==> src/rtl/cache_pkg.sv <==
// Shared encodings for the L1 request controller: MESI states, snoop-bus
// request/response codes, CPU response codes and the controller FSM states.
package cache_pkg;

  localparam int unsigned MESI_W  = 3;
  localparam int unsigned SDREQ_W = 3;
  localparam int unsigned SURSP_W = 3;
  localparam int unsigned CURSP_W = 2;

  localparam logic [MESI_W-1:0] INVALID   = 3'd0;
  localparam logic [MESI_W-1:0] SHARED    = 3'd1;
  localparam logic [MESI_W-1:0] EXCLUSIVE = 3'd2;
  localparam logic [MESI_W-1:0] MODIFIED  = 3'd3;

  localparam logic [SDREQ_W-1:0] SDREQ_RD  = 3'd0;
  localparam logic [SDREQ_W-1:0] SDREQ_RFO = 3'd1;
  localparam logic [SDREQ_W-1:0] SDREQ_INV = 3'd2;
  localparam logic [SDREQ_W-1:0] SDREQ_WB  = 3'd3;

  localparam logic [SURSP_W-1:0] SURSP_SNOOP = 3'd0;
  localparam logic [SURSP_W-1:0] SURSP_FETCH = 3'd1;
  localparam logic [SURSP_W-1:0] SURSP_OKAY  = 3'd2;

  localparam logic [CURSP_W-1:0] CURSP_OKAY = 2'd0;
  localparam logic [CURSP_W-1:0] CURSP_ERR  = 2'd1;

  typedef enum logic [2:0] {
    ST_IDLE,
    ST_CHECK,
    ST_WB_REQ,
    ST_SD_REQ,
    ST_WAIT_SURSP,
    ST_UPDATE,
    ST_SEND_RSP
  } l1_req_st_e;

endpackage

==> src/rtl/l1_req_timeout_cnt.sv <==
// Wait-cycle counter: clears while idle, counts while enabled and flags the
// last permitted cycle (count == LIMIT-1).
module l1_req_timeout_cnt #(
  parameter int unsigned LIMIT     = 256,
  parameter int unsigned CNT_WIDTH = $clog2(LIMIT + 1)
) (
  input  logic clk,
  input  logic rst_n,
  input  logic clr,
  input  logic en,
  output logic expire_c
);

  logic [CNT_WIDTH-1:0] cnt;

  assign expire_c = (cnt == CNT_WIDTH'(LIMIT - 1));

  // Saturates at the expiry value so a stalled owner never wraps the count.
  always_ff @(posedge clk or negedge rst_n) begin
    if (!rst_n) begin
      cnt <= '0;
    end else if (clr) begin
      cnt <= '0;
    end else if (en && !expire_c) begin
      cnt <= cnt + CNT_WIDTH'(1);
    end
  end

endmodule

==> src/rtl/l1_req_ctrl_seq.sv <==
// L1 request controller: classifies one CPU request at a time, issues snoop
// requests (write-back of a dirty victim first), waits for the snoop
// response with timeout, commits the MESI next state and answers the CPU.
module l1_req_ctrl_seq
  import cache_pkg::*;
#(
  parameter int unsigned ADDR_WIDTH  = 32,
  parameter int unsigned TIMEOUT_CYC = 256,
  parameter int unsigned CNT_WIDTH   = $clog2(TIMEOUT_CYC + 1)
) (
  input  logic                  clk,
  input  logic                  rst_n,
  input  logic                  cpu_req_valid,
  output logic                  cpu_req_ready,
  input  logic                  cpu_req_wr,
  input  logic [ADDR_WIDTH-1:0] cpu_req_addr,
  input  logic                  lkup_hit,
  input  logic [2:0]            lkup_blk_st,
  output logic                  sdreq_valid,
  input  logic                  sdreq_ready,
  output logic [2:0]            sdreq_type,
  output logic [ADDR_WIDTH-1:0] sdreq_addr,
  input  logic [ADDR_WIDTH-1:0] victim_addr,
  input  logic                  sursp_valid,
  input  logic [2:0]            sursp_rsp,
  output logic                  blk_upd_valid,
  output logic [2:0]            blk_nxtSt,
  output logic                  cursp_valid,
  input  logic                  cursp_ready,
  output logic [1:0]            cursp_rsp
);

  l1_req_st_e            state, state_d;
  logic [ADDR_WIDTH-1:0] req_addr, req_addr_d;
  logic                  req_wr, req_wr_d;
  logic                  refill, refill_d;
  logic [2:0]            sdreq_type_d;
  logic [ADDR_WIDTH-1:0] sdreq_addr_d;
  logic [2:0]            nxt_st_d;
  logic [1:0]            cursp_rsp_d;
  logic                  expire_c;
  logic [2:0]            miss_type_c;

  assign miss_type_c = req_wr ? SDREQ_RFO : SDREQ_RD;

  l1_req_timeout_cnt #(
    .LIMIT     (TIMEOUT_CYC),
    .CNT_WIDTH (CNT_WIDTH)
  ) u_timeout (
    .clk      (clk),
    .rst_n    (rst_n),
    .clr      (state != ST_WAIT_SURSP),
    .en       (state == ST_WAIT_SURSP),
    .expire_c (expire_c)
  );

  // Next-state and next-output decode; outputs are registered from these.
  always_comb begin
    state_d      = state;
    req_addr_d   = req_addr;
    req_wr_d     = req_wr;
    refill_d     = refill;
    sdreq_type_d = sdreq_type;
    sdreq_addr_d = sdreq_addr;
    nxt_st_d     = blk_nxtSt;
    cursp_rsp_d  = cursp_rsp;

    unique case (state)
      ST_IDLE: begin
        if (cpu_req_valid) begin
          state_d    = ST_CHECK;
          req_addr_d = cpu_req_addr;
          req_wr_d   = cpu_req_wr;
          refill_d   = 1'b0;
        end
      end

      ST_CHECK: begin
        if (lkup_hit && !req_wr) begin
          state_d  = ST_UPDATE;
          nxt_st_d = lkup_blk_st;
        end else if (lkup_hit && (lkup_blk_st == MODIFIED || lkup_blk_st == EXCLUSIVE)) begin
          state_d  = ST_UPDATE;
          nxt_st_d = MODIFIED;
        end else if (lkup_hit && lkup_blk_st == SHARED) begin
          state_d      = ST_SD_REQ;
          sdreq_type_d = SDREQ_INV;
          sdreq_addr_d = req_addr;
        end else if (lkup_blk_st == MODIFIED) begin
          state_d      = ST_WB_REQ;
          sdreq_type_d = SDREQ_WB;
          sdreq_addr_d = victim_addr;
        end else begin
          state_d      = ST_SD_REQ;
          sdreq_type_d = miss_type_c;
          sdreq_addr_d = req_addr;
        end
      end

      ST_WB_REQ: begin
        if (sdreq_ready) begin
          state_d  = ST_WAIT_SURSP;
          refill_d = 1'b1;
        end
      end

      ST_SD_REQ: begin
        if (sdreq_ready) begin
          state_d = ST_WAIT_SURSP;
        end
      end

      ST_WAIT_SURSP: begin
        if (sursp_valid) begin
          if (refill) begin
            refill_d     = 1'b0;
            state_d      = ST_SD_REQ;
            sdreq_type_d = miss_type_c;
            sdreq_addr_d = req_addr;
          end else if (sdreq_type == SDREQ_INV || sdreq_type == SDREQ_RFO) begin
            state_d  = ST_UPDATE;
            nxt_st_d = MODIFIED;
          end else if (sdreq_type == SDREQ_RD && sursp_rsp == SURSP_SNOOP) begin
            state_d  = ST_UPDATE;
            nxt_st_d = SHARED;
          end else if (sdreq_type == SDREQ_RD && sursp_rsp == SURSP_FETCH) begin
            state_d  = ST_UPDATE;
            nxt_st_d = EXCLUSIVE;
          end else begin
            // SURSP_OKAY or any unknown code on a read is a protocol error.
            state_d     = ST_SEND_RSP;
            cursp_rsp_d = CURSP_ERR;
          end
        end else if (expire_c) begin
          state_d     = ST_SEND_RSP;
          cursp_rsp_d = CURSP_ERR;
        end
      end

      ST_UPDATE: begin
        state_d     = ST_SEND_RSP;
        cursp_rsp_d = CURSP_OKAY;
      end

      ST_SEND_RSP: begin
        if (cursp_ready) begin
          state_d = ST_IDLE;
        end
      end

      default: begin
        state_d = ST_IDLE;
      end
    endcase
  end

  always_ff @(posedge clk or negedge rst_n) begin
    if (!rst_n) begin
      state    <= ST_IDLE;
      req_addr <= '0;
      req_wr   <= 1'b0;
      refill   <= 1'b0;
    end else begin
      state    <= state_d;
      req_addr <= req_addr_d;
      req_wr   <= req_wr_d;
      refill   <= refill_d;
    end
  end

  // Output registers track the state being entered so they align with it.
  always_ff @(posedge clk or negedge rst_n) begin
    if (!rst_n) begin
      cpu_req_ready <= 1'b1;
      sdreq_valid   <= 1'b0;
      sdreq_type    <= SDREQ_RD;
      sdreq_addr    <= '0;
      blk_upd_valid <= 1'b0;
      blk_nxtSt     <= INVALID;
      cursp_valid   <= 1'b0;
      cursp_rsp     <= CURSP_OKAY;
    end else begin
      cpu_req_ready <= (state_d == ST_IDLE);
      sdreq_valid   <= (state_d == ST_WB_REQ) || (state_d == ST_SD_REQ);
      sdreq_type    <= sdreq_type_d;
      sdreq_addr    <= sdreq_addr_d;
      blk_upd_valid <= (state_d == ST_UPDATE);
      blk_nxtSt     <= nxt_st_d;
      cursp_valid   <= (state_d == ST_SEND_RSP);
      cursp_rsp     <= cursp_rsp_d;
    end
  end

endmodule
==> config.mk <==
export PLATFORM = sky130hd
export DESIGN_NAME = l1_req_ctrl_seq
export DESIGN_NICKNAME = d
export VERILOG_FILES = /design/src/rtl/cache_pkg.sv /design/src/rtl/l1_req_timeout_cnt.sv /design/src/rtl/l1_req_ctrl_seq.sv
export SDC_FILE = /design/constraint.sdc
export NUM_CORES = 1
export LEC_CHECK = 0
export ABC_AREA = 0
export CAP_MARGIN = 40
export CELL_PAD_IN_SITES_DETAIL_PLACEMENT = 1
export CELL_PAD_IN_SITES_GLOBAL_PLACEMENT = 2
export CORE_MARGIN = 2
export CORE_UTILIZATION = 45
export DETAILED_ROUTE_END_ITERATION = 10
export DONT_BUFFER_PORTS = 1
export PLACE_DENSITY = 0.81
export SYNTH_ARGS = -nofsm -noshare
export SYNTH_HDL_FRONTEND = slang
export SYNTH_SLANG_ARGS = --single-unit
==> constraint.sdc <==
create_clock -name clk -period 6.3 [get_ports clk]
set_input_delay 0 -clock clk [delete_from_list [all_inputs] [get_ports clk]]
set_output_delay 0 -clock clk [all_outputs]
set_load 0.02 [all_outputs]
## After elaboration in Yosys (flattened, before gate mapping)

Cells that the tools add are included.

| cells by class | value |
|---|---|
| multiplexer cells | 50 |
| add/subtract/negate cells | 1 |
| reductions and logical operators | 25 |
| equal/unequal tests | 32 |

Operators with widths:

| operator | count |
|---|---|
| 32-bit 2-to-1 mux | 6 |
| 32-bit case mux with 2 select lines | 1 |
| 3-bit 2-to-1 mux | 19 |
| 2-bit 2-to-1 mux | 11 |
| 3-bit by 2-bit equality test with 1-bit output (second input constant) | 7 |
| 3-bit inequality test (second input constant) | 7 |
| 9-bit 2-to-1 mux | 2 |
| 3-bit case mux with 6 select lines | 1 |
| 3-bit equality test (second input constant) | 5 |
| 2-bit inequality test (second input constant) | 7 |
| 3-bit by 1-bit equality test with 1-bit output (second input constant) | 4 |
| 3-bit logical NOT | 4 |
| 3-bit case mux with 2 select lines | 2 |
| 5-bit AND reduction | 2 |
| 9-bit by 1-bit adder with 9-bit output (second input constant) | 1 |
| 9-bit by 8-bit equality test with 1-bit output (second input constant) | 1 |
| 1-bit logical AND | 6 |
| 1-bit 2-to-1 mux | 6 |
| 6-bit AND reduction | 1 |
| 2-bit nonzero test | 3 |
| 4-bit inequality test (second input constant) | 1 |
| 2-bit case mux with 2 select lines | 1 |
| 4-bit AND reduction | 1 |
| 1-bit logical OR | 3 |
| 5 further kinds | 6 |

| storage, ports and cells | value |
|---|---|
| flip-flop bits (word level) | 90 |

## Depth between registers and ports, before layout

Gate-level depths: netlist of run 1.

| depth | value |
|---|---|
| depth after elaboration | 10 |
| gate-level depth with buffers | 9 |

## Hierarchy

From an unflattened synthesis of run 1, not the netlist that was laid out.

| unflattened totals | value |
|---|---|
| cells, all modules | 305 |
| area total of the unflattened synthesis | 4249.1 µm² |

Modules (own cells, without submodules):

| module | times used | cells each | area an instance (µm²) |
|---|---|---|---|
| l1_req_ctrl_seq | 1 | 258 | 3783.6 |
| l1_req_timeout_cnt | 1 | 47 | 465.4 |

## Worst setup path before layout of run 1

Ideal clock, no wire load.

| path | value |
|---|---|
| path kind | flip-flop to flip-flop |
| start point | reg state[1] |
| end point | reg sdreq_addr[10] |
| slack | 4154 ps |
| stages on the path, launching flop included | 8 |
| data arrival time | 2021 ps |
| data required time | 6175 ps |
| path through | dfrtp_1 -> buf_2 -> or3b_1 -> buf_2 -> nand4_1 -> buf_2 -> mux2_2 -> mux2_4 |

| on the way | value |
|---|---|
| cells in the longest elaborated chain, start to end | 3 |
| elaborated cells on any way between the ends | 9 |
| those cells by class | 6 x eq/ne; 1 x mux; 2 x reduce/logical |

RTL lines:

| item | line | text |
|---|---|---|
| from (decl) | l1_req_ctrl_seq.sv:33 | `l1_req_st_e state, state_d;` |
| from (signal assigned) | l1_req_ctrl_seq.sv:164 | `state <= state_d;` |
| 3-bit by 1-bit equality test with 1-bit output or 3-bit equality test (tied branches) | l1_req_ctrl_seq.sv:68 | `unique case (state)` |
| 2-bit inequality test (no source line) or 2-bit nonzero test (tied branches) | - |  |
| 5-bit AND reduction (no source line) | - |  |
| to (signal assigned) | l1_req_ctrl_seq.sv:186 | `sdreq_addr <= sdreq_addr_d;` |
| to (decl) | l1_req_ctrl_seq.sv:22 | `output logic [ADDR_WIDTH-1:0] sdreq_addr,` |

Several ways; a longest one is shown, not always the timed one.
A chain may end at the register's enable or synchronous reset.

## Worst setup path in the final report of run 1

| path | value |
|---|---|
| start point | reg state[2] |
| end point | reg sdreq_addr[8] |

The elaborated chain is that of the path after synthesis.

==> qor.yml, run 1 <==
tightest_slew_ps: 756
cp-start-kind: "register"
coreArea_mm2: 0.00915
max-vdd-ir-drop_v: 0.000207
pwr-share-clk: 0.192
worstSetupEndpointType: "register"
synth-main-ff-cell: "dfrtp_1"
yosysSeqAreaShare: 0.524
area_delta_synth_final_pct: 27.1
slew_viol_final: 0
netlist_instances: 306
antenna_found_initial: 0
dp_hpwl_um: 6480
io_pins: 122
numCtsBuffers: 9
synth.area.top_cells: "dfrtp_1, mux2_2, mux2_4"
p_sw_uw: 971
drc: 0
yosys.area.top_type_share: 0.518
cap_violations: 0
htree_levels: 3
vias: 2782
vias_per_cell: 5.62
grt_pass1_wl_um: 17200
drive_above_1_share: 0.341
cellPowerDensity_mw_per_mm2: 514
fp.dieH_um: 101
crit_type: "reg2reg"
arrival_ps: 3180
cp_data_required_time_ps: 6530
drtIter0Drc: 48
slew_headroom: 0.494
fin_setup_tns_ps: 0
synth_edf_count: 0
port_buffers: 0
root_buffer: "clkbuf_8"
synth_common_cells: "dfrtp_1, mux2_2, mux2_4, nor2_1, inv_1"
yosysWarnings: 0
fillers: 883
yosysTopAreaCell: "dfrtp_1"
die_area_mm2: 0.0101
gp_congestion: 0.785
internal_power_uw: 1770
rows: 35
start_util: 0.459
nets: 460
final_core_util: 0.583
status: "finished clean"
netlist_area_mm2: 0.00420
clk_latency_ps: 340
firstDrtPassIters: 4
wl_per_cell_um: 21.4
hold_viol_final: 0
grt.total_usage: 0.223
synth_seq_cells: 88
overflow: 0
fmax_mhz: 339
wl_um: 10600
seqCellArea_mm2: 0.00220
synth_cell_types: 51
period_minus_slack_ps: 2950
setup_viol: 0
period_share: 0.468
multi_input_area_mm2: 0.00186
rsz0062_at_grt: "no"
fp.dieW_um: 101
clock_skew_ps: 8.93
grt_max_degree: 89
seqPwrFrac: 0.434
cts.sinks: 88
comb_power_share: 0.374
path_clk_slew_ps: 90
diodes: 0
leakagePower_uw: 0.00229
hold_path.class: "in2reg"
cts_setup_buffers: 0
synth_area_per_cell_um2: 13.7
yosysMostFrequentCell: "dfrtp_1"
cts_tree: "built"
crit_fanout: 20
grt_pass1_vias: 3159
swShare: 0.354
ant_nets: 0
synth_async_sr_flop_share: 1.00
clk_path_buf_depth: 2
[final timing paths]
path                              start  cells past startpoint  slack [ps]       endpoint
hold / removal             sursp_rsp[0]                      3          40   blk_nxtSt[1]
setup / recovery               state[2]                      6        3350  sdreq_addr[8]
setup reg to reg               state[2]                      6        3350  sdreq_addr[8]
min in group asynchronous         rst_n                      2         220   cursp_rsp[0]
max in group asynchronous         rst_n                      2        5710  cpu_req_ready
hold reg to reg            req_addr[30]                      1         510   req_addr[30]
[sequential cells by signal, indices dropped and copies added (netlist names)]
name	flops
blk_nxtSt	3
blk_upd_valid	1
cpu_req_ready	1
cursp_rsp	1
cursp_valid	1
refill	1
req_addr	32
req_wr	1
sdreq_addr	32
sdreq_type	2
sdreq_valid	1
state	3
u_timeout.cnt	9
[power by group through the flow]
stage	Sequential [uW]	Clock (uW)	Combinational [uW]
2_1_floorplan	1110	0	851
3_3_place_gp	1180	0	897
3_5_place_dp	1190	0	959
4_1_cts	1180	538	1020
5_1_grt	1230	564	1110
6_report	1190	527	1020
[per-layer routing]
layer	routed length, um	vias to the layer above	track usage
met1	4260	1443	0.266
met4	161	0	0.0601
met3	604	14	0.0631
li1	-	1242	-
met5	0	-	0
met2	5580	83	0.395
[repair_timing]
| item | CTS | global route |
|---|---|---|
| hold buffers | 73 | 1 |
| endpoints found under the hold margin | 159 | 1 |
| gates resized for setup | 0 | 0 |
[layout make-up]
| cell class | instances | area share |
|---|---|---|
| multi-input combinational | 192 | 0.348 |
| clock inverter | 6 | 0.0260 |
| timing repair buffer | 79 | 0.155 |
| clock buffer | 10 | 0.0258 |
| sequential | 88 | 0.413 |
| tap | 111 | 0.0260 |
| inverter | 9 | 0.00633 |
[critical path: stages (launching register included)]
cell and delay, ps:
dfrtp_1 560, or3b_1 680, nand4_1 380, buf_6 230, buf_4 330, mux2_2 380
mux2_2 270
[placed cells by master, fill, tap and decap left out, types with 3 or more instances in the layout]
cell type / synthesis / final
a21oi_1: 7 / 7
bufinv_16: 0 / 4
mux2_4: 29 / 29
xor2_1: 3 / 3
nor2_1: 14 / 14
mux2_2: 70 / 70
nor3b_1: 3 / 3
o21ai_0: 7 / 7
dfrtp_1: 87 / 87
ha_1: 3 / 3
clkbuf_8: 0 / 10
mux2i_1: 3 / 3
a31oi_1: 3 / 3
nand2_1: 6 / 6
inv_1: 9 / 9
nor2b_1: 3 / 3
dlygate4sd3_1: 0 / 73
[cell families after synthesis]
group | count (synthesis) | share of synthesized area
compound gates | 31 | 0.0542
mux | 102 | 0.298
fa+ha+maj | 3 | 0.00893
simple gates | 49 | 0.0685
buf+inv | 27 | 0.0342
flops | 88 | 0.524
other cells | 1 | 0.000893
xor+xnor | 5 | 0.0104
[metrics by stage]
step / hold slack, ps / setup slack, ps / total power [uW] / cells / instance area [um2]
3_5_place_dp: -293 / 3380 / 2150 / 405 / 4300
4_1_cts: 0.491 / 3370 / 2740 / 494 / 5330
6_report: 37.4 / 3350 / 2740 / 495 / 5340
2_1_floorplan: -296 / 4150 / 1960 / 307 / 4210
3_3_place_gp: -294 / 3110 / 2080 / 402 / 4250
5_1_grt: 14.0 / 3220 / 2900 / 495 / 5340
No activity file was read; power rests on OpenSTA's default activity.
==> run 2: changes to the inputs <==
--- a/config.mk
+++ b/config.mk
@@ -5,15 +5,15 @@
 export SDC_FILE = /design/constraint.sdc
 export NUM_CORES = 1
 export LEC_CHECK = 0
-export ABC_AREA = 0
+export ABC_AREA = 1
 export CAP_MARGIN = 40
 export CELL_PAD_IN_SITES_DETAIL_PLACEMENT = 1
 export CELL_PAD_IN_SITES_GLOBAL_PLACEMENT = 2
 export CORE_MARGIN = 2
-export CORE_UTILIZATION = 45
+export CORE_UTILIZATION = 33
 export DETAILED_ROUTE_END_ITERATION = 10
 export DONT_BUFFER_PORTS = 1
-export PLACE_DENSITY = 0.81
+export PLACE_DENSITY = 0.73
 export SYNTH_ARGS = -nofsm -noshare
 export SYNTH_HDL_FRONTEND = slang
 export SYNTH_SLANG_ARGS = --single-unit
==> constraint.sdc (replaced) <==
create_clock -name clk -period 2.4 [get_ports clk]
set_input_delay 0 -clock clk [delete_from_list [all_inputs] [get_ports clk]]
set_output_delay 0 -clock clk [all_outputs]
set_load 0.02 [all_outputs]
==> qor.yml, run 2 <==
cap_violations: 0
crit_fanout: 28
area_delta_synth_final_pct: 31.4
p_sw_uw: 2990
firstDrtPassIters: 4
final_cells: 766
grt.total_usage: 0.189
top_regs: "req_addr x32, sdreq_addr x32, u_timeout.cnt x9"
fmax_mhz: 457
hold_path.class: "in2reg"
cp-start-kind: "register"
grt_max_degree: 89
root_buffer: "clkbuf_16"
coreArea_mm2: 0.0126
path_clk_slew_ps: 60
start_util: 0.339
drtIter0Drc: 176
cts.sinks: 88
dp_hpwl_um: 8020
antenna_found_initial: 0
rsz0062_at_grt: "no"
yosysMostFrequentCell: "nand2_1"
swShare: 0.424
fillers: 1479
yosysWarnings: 0
overflow: 0
internal_power_uw: 4070
cts_resized: 0
multi_input_area_mm2: 0.00184
vias: 3697
synth_cell_types: 30
port_buffers: 0
synth_edf_count: 0
crit_chain: "nor2_4 > nand2_4 > buf_4 > nand3_1 > dlygate4sd3_1 > nand2_1 > nand2_1 > o21ai_1"
drc: 0
diodes: 0
yosys.area.top_type_share: 0.509
fp.dieW_um: 118
tightest_slew_ps: 607
cellPowerDensity_mw_per_mm2: 1260
ant_nets: 0
status: "finished clean"
yosysTopAreaCell: "dfrtp_1"
wl_um: 12800
slew_headroom: 0.594
nets: 670
rr_worst_depth: 8
power_uw: 7070
rows: 41
synth.area.top_cells: "dfrtp_1, nand2_1, mux2_2"
seqCellArea_mm2: 0.00220
io_pins: 122
drive_above_1_share: 0.111
yosysSeqAreaShare: 0.516
leakagePower_uw: 0.00274
r2r_setup_slack_ps: 210
synth-main-ff-cell: "dfrtp_1"
reg2reg_to: "sdreq_type[1]"
gp_congestion: 0.794
arrival_ps: 2460
cp_data_required_time_ps: 2670
clock_skew_ps: 8.08
vias_per_cell: 4.83
seqPwrFrac: 0.429
period_minus_slack_ps: 2190
r2r-start: "state[0]"
synth_common_cells: "nand2_1, dfrtp_1, nand3_1, mux2_2, nor2_1"
setup_viol: 0
mostFrequentLayoutCell: "nand2_1"
fin_setup_tns_ps: 0
grt_pass1_wl_um: 20700
design_area_mm2: 0.00562
die_area_mm2: 0.0139
netlist_area_mm2: 0.00427
numCtsBuffers: 9
cp_top_family: "buffers and inverters"
worst-path-buf-inv: 2
wl_per_cell_um: 16.7
clk_path_buf_depth: 2
max_stage_delay_ps: 590
clk_latency_ps: 350
slew_viol_final: 0
hold_start: "lkup_hit"
pwr-share-clk: 0.220
crit_type: "reg2reg"
cts_tree: "built"
final_cell_mix: "nand2_1, dfrtp_1, dlygate4sd3_1, nand3_1, mux2_2"
fp.dieH_um: 118
cp_common_cell: "nand2_1"
max-vdd-ir-drop_v: 0.000404
hold_viol_final: 0
period_share: 0.911
placed_cells: 662
worstSetupEndpointType: "register"
placed_area_mm2: 0.00439
hold-path-endpoint: "state[0]"
comb_power_share: 0.351
crit_slowest_cell: "dlygate4sd3_1"
synth_area_per_cell_um2: 8.45
netlist_instances: 506
synth_seq_cells: 88
grt_pass1_vias: 4084
htree_levels: 3
synth_async_sr_flop_share: 1.00
whs_path_depth: 6
run 2: cell count changes after synthesis, moves of 13 or more:
cell     previous run  this run
nand2_1             6       213
mux2_2             70        32
nor2_1             14        27
inv_1               9        25
nand3_1             2        52
mux2_4             29         0
run 2: how the worst max path moves through the flow:
stage                      from                to  slack (ps)  depth (start not counted)
3_3_place_gp           state[0]    sdreq_addr[23]         280                          9
6_report               state[0]     sdreq_type[1]         210                          8
3_5_place_dp           state[0]    sdreq_addr[30]         190                          9
4_1_cts                state[0]     sdreq_addr[2]         180                          9
5_1_grt                state[0]      blk_nxtSt[2]          10                          8
2_1_floorplan  u_timeout.cnt[0]  u_timeout.cnt[6]         720                         10
run 2: cell type report:
cell class                      instances  share of cell area
Tap cell                              172              0.0383
Inverter                               29              0.0198
Clock inverter                          4              0.0138
Sequential cell                        88               0.392
Clock buffer                           12              0.0439
Timing Repair Buffer                   92               0.165
Multi-Input combinational cell        369               0.327
run 2: layer usage:
metal / GRT usage / vias up / share of wire
li1: - / 1776 / -
met1: 0.226 / 1801 / 0.43
met2: 0.324 / 105 / 0.49
met3: 0.0552 / 15 / 0.062
met4: 0.0685 / 0 / 0.017
met5: 0 / - / 0
run 2: timing repair:
action	in CTS	in global routing
buffers inserted	0	0
hold buffers	87	0
endpoints found under the hold margin	162	0
endpoints found under the setup margin	0	2
run 2: power groups by stage:
| stage | clock, uW | combinational, uW | sequential, uW |
|---|---|---|---|
| 3_5_place_dp | 0 | 2290 | 3070 |
| 4_1_cts | 1590 | 2450 | 3040 |
| 6_report | 1550 | 2480 | 3030 |
| 5_1_grt | 1660 | 2870 | 3120 |
| 3_3_place_gp | 0 | 2220 | 3050 |
| 2_1_floorplan | 0 | 1960 | 2880 |
run 2: cells by family after synthesis:
group,count (synthesis),synth area share
AND/OR/NAND/NOR,310,0.305
flip-flops,88,0.516
adder cells (fa/ha/maj),3,0.00878
buffers and inverters,51,0.0594
AO/OA/AOI/OAI,21,0.0258
other,1,0.000877
multiplexers,32,0.0843
run 2: stage by stage:
stage                     setup WS, ps  hold slack [ps]  utilization
after floorplan                    723             -296            -
after global placement             280             -292        0.348
after detailed placement           185             -292        0.348
after CTS                          182            0.438        0.444
after global routing              14.4             45.3        0.445
final                              214             8.41        0.445
run 2: worst reg2reg max path, stage by stage, from the launching register on:
cell and delay [ps]:
dfrtp_1 510, nor2_4 80, nand2_4 200, buf_4 370
nand3_1 160, dlygate4sd3_1 590, nand2_1 60, nand2_1 50
o21ai_1 90
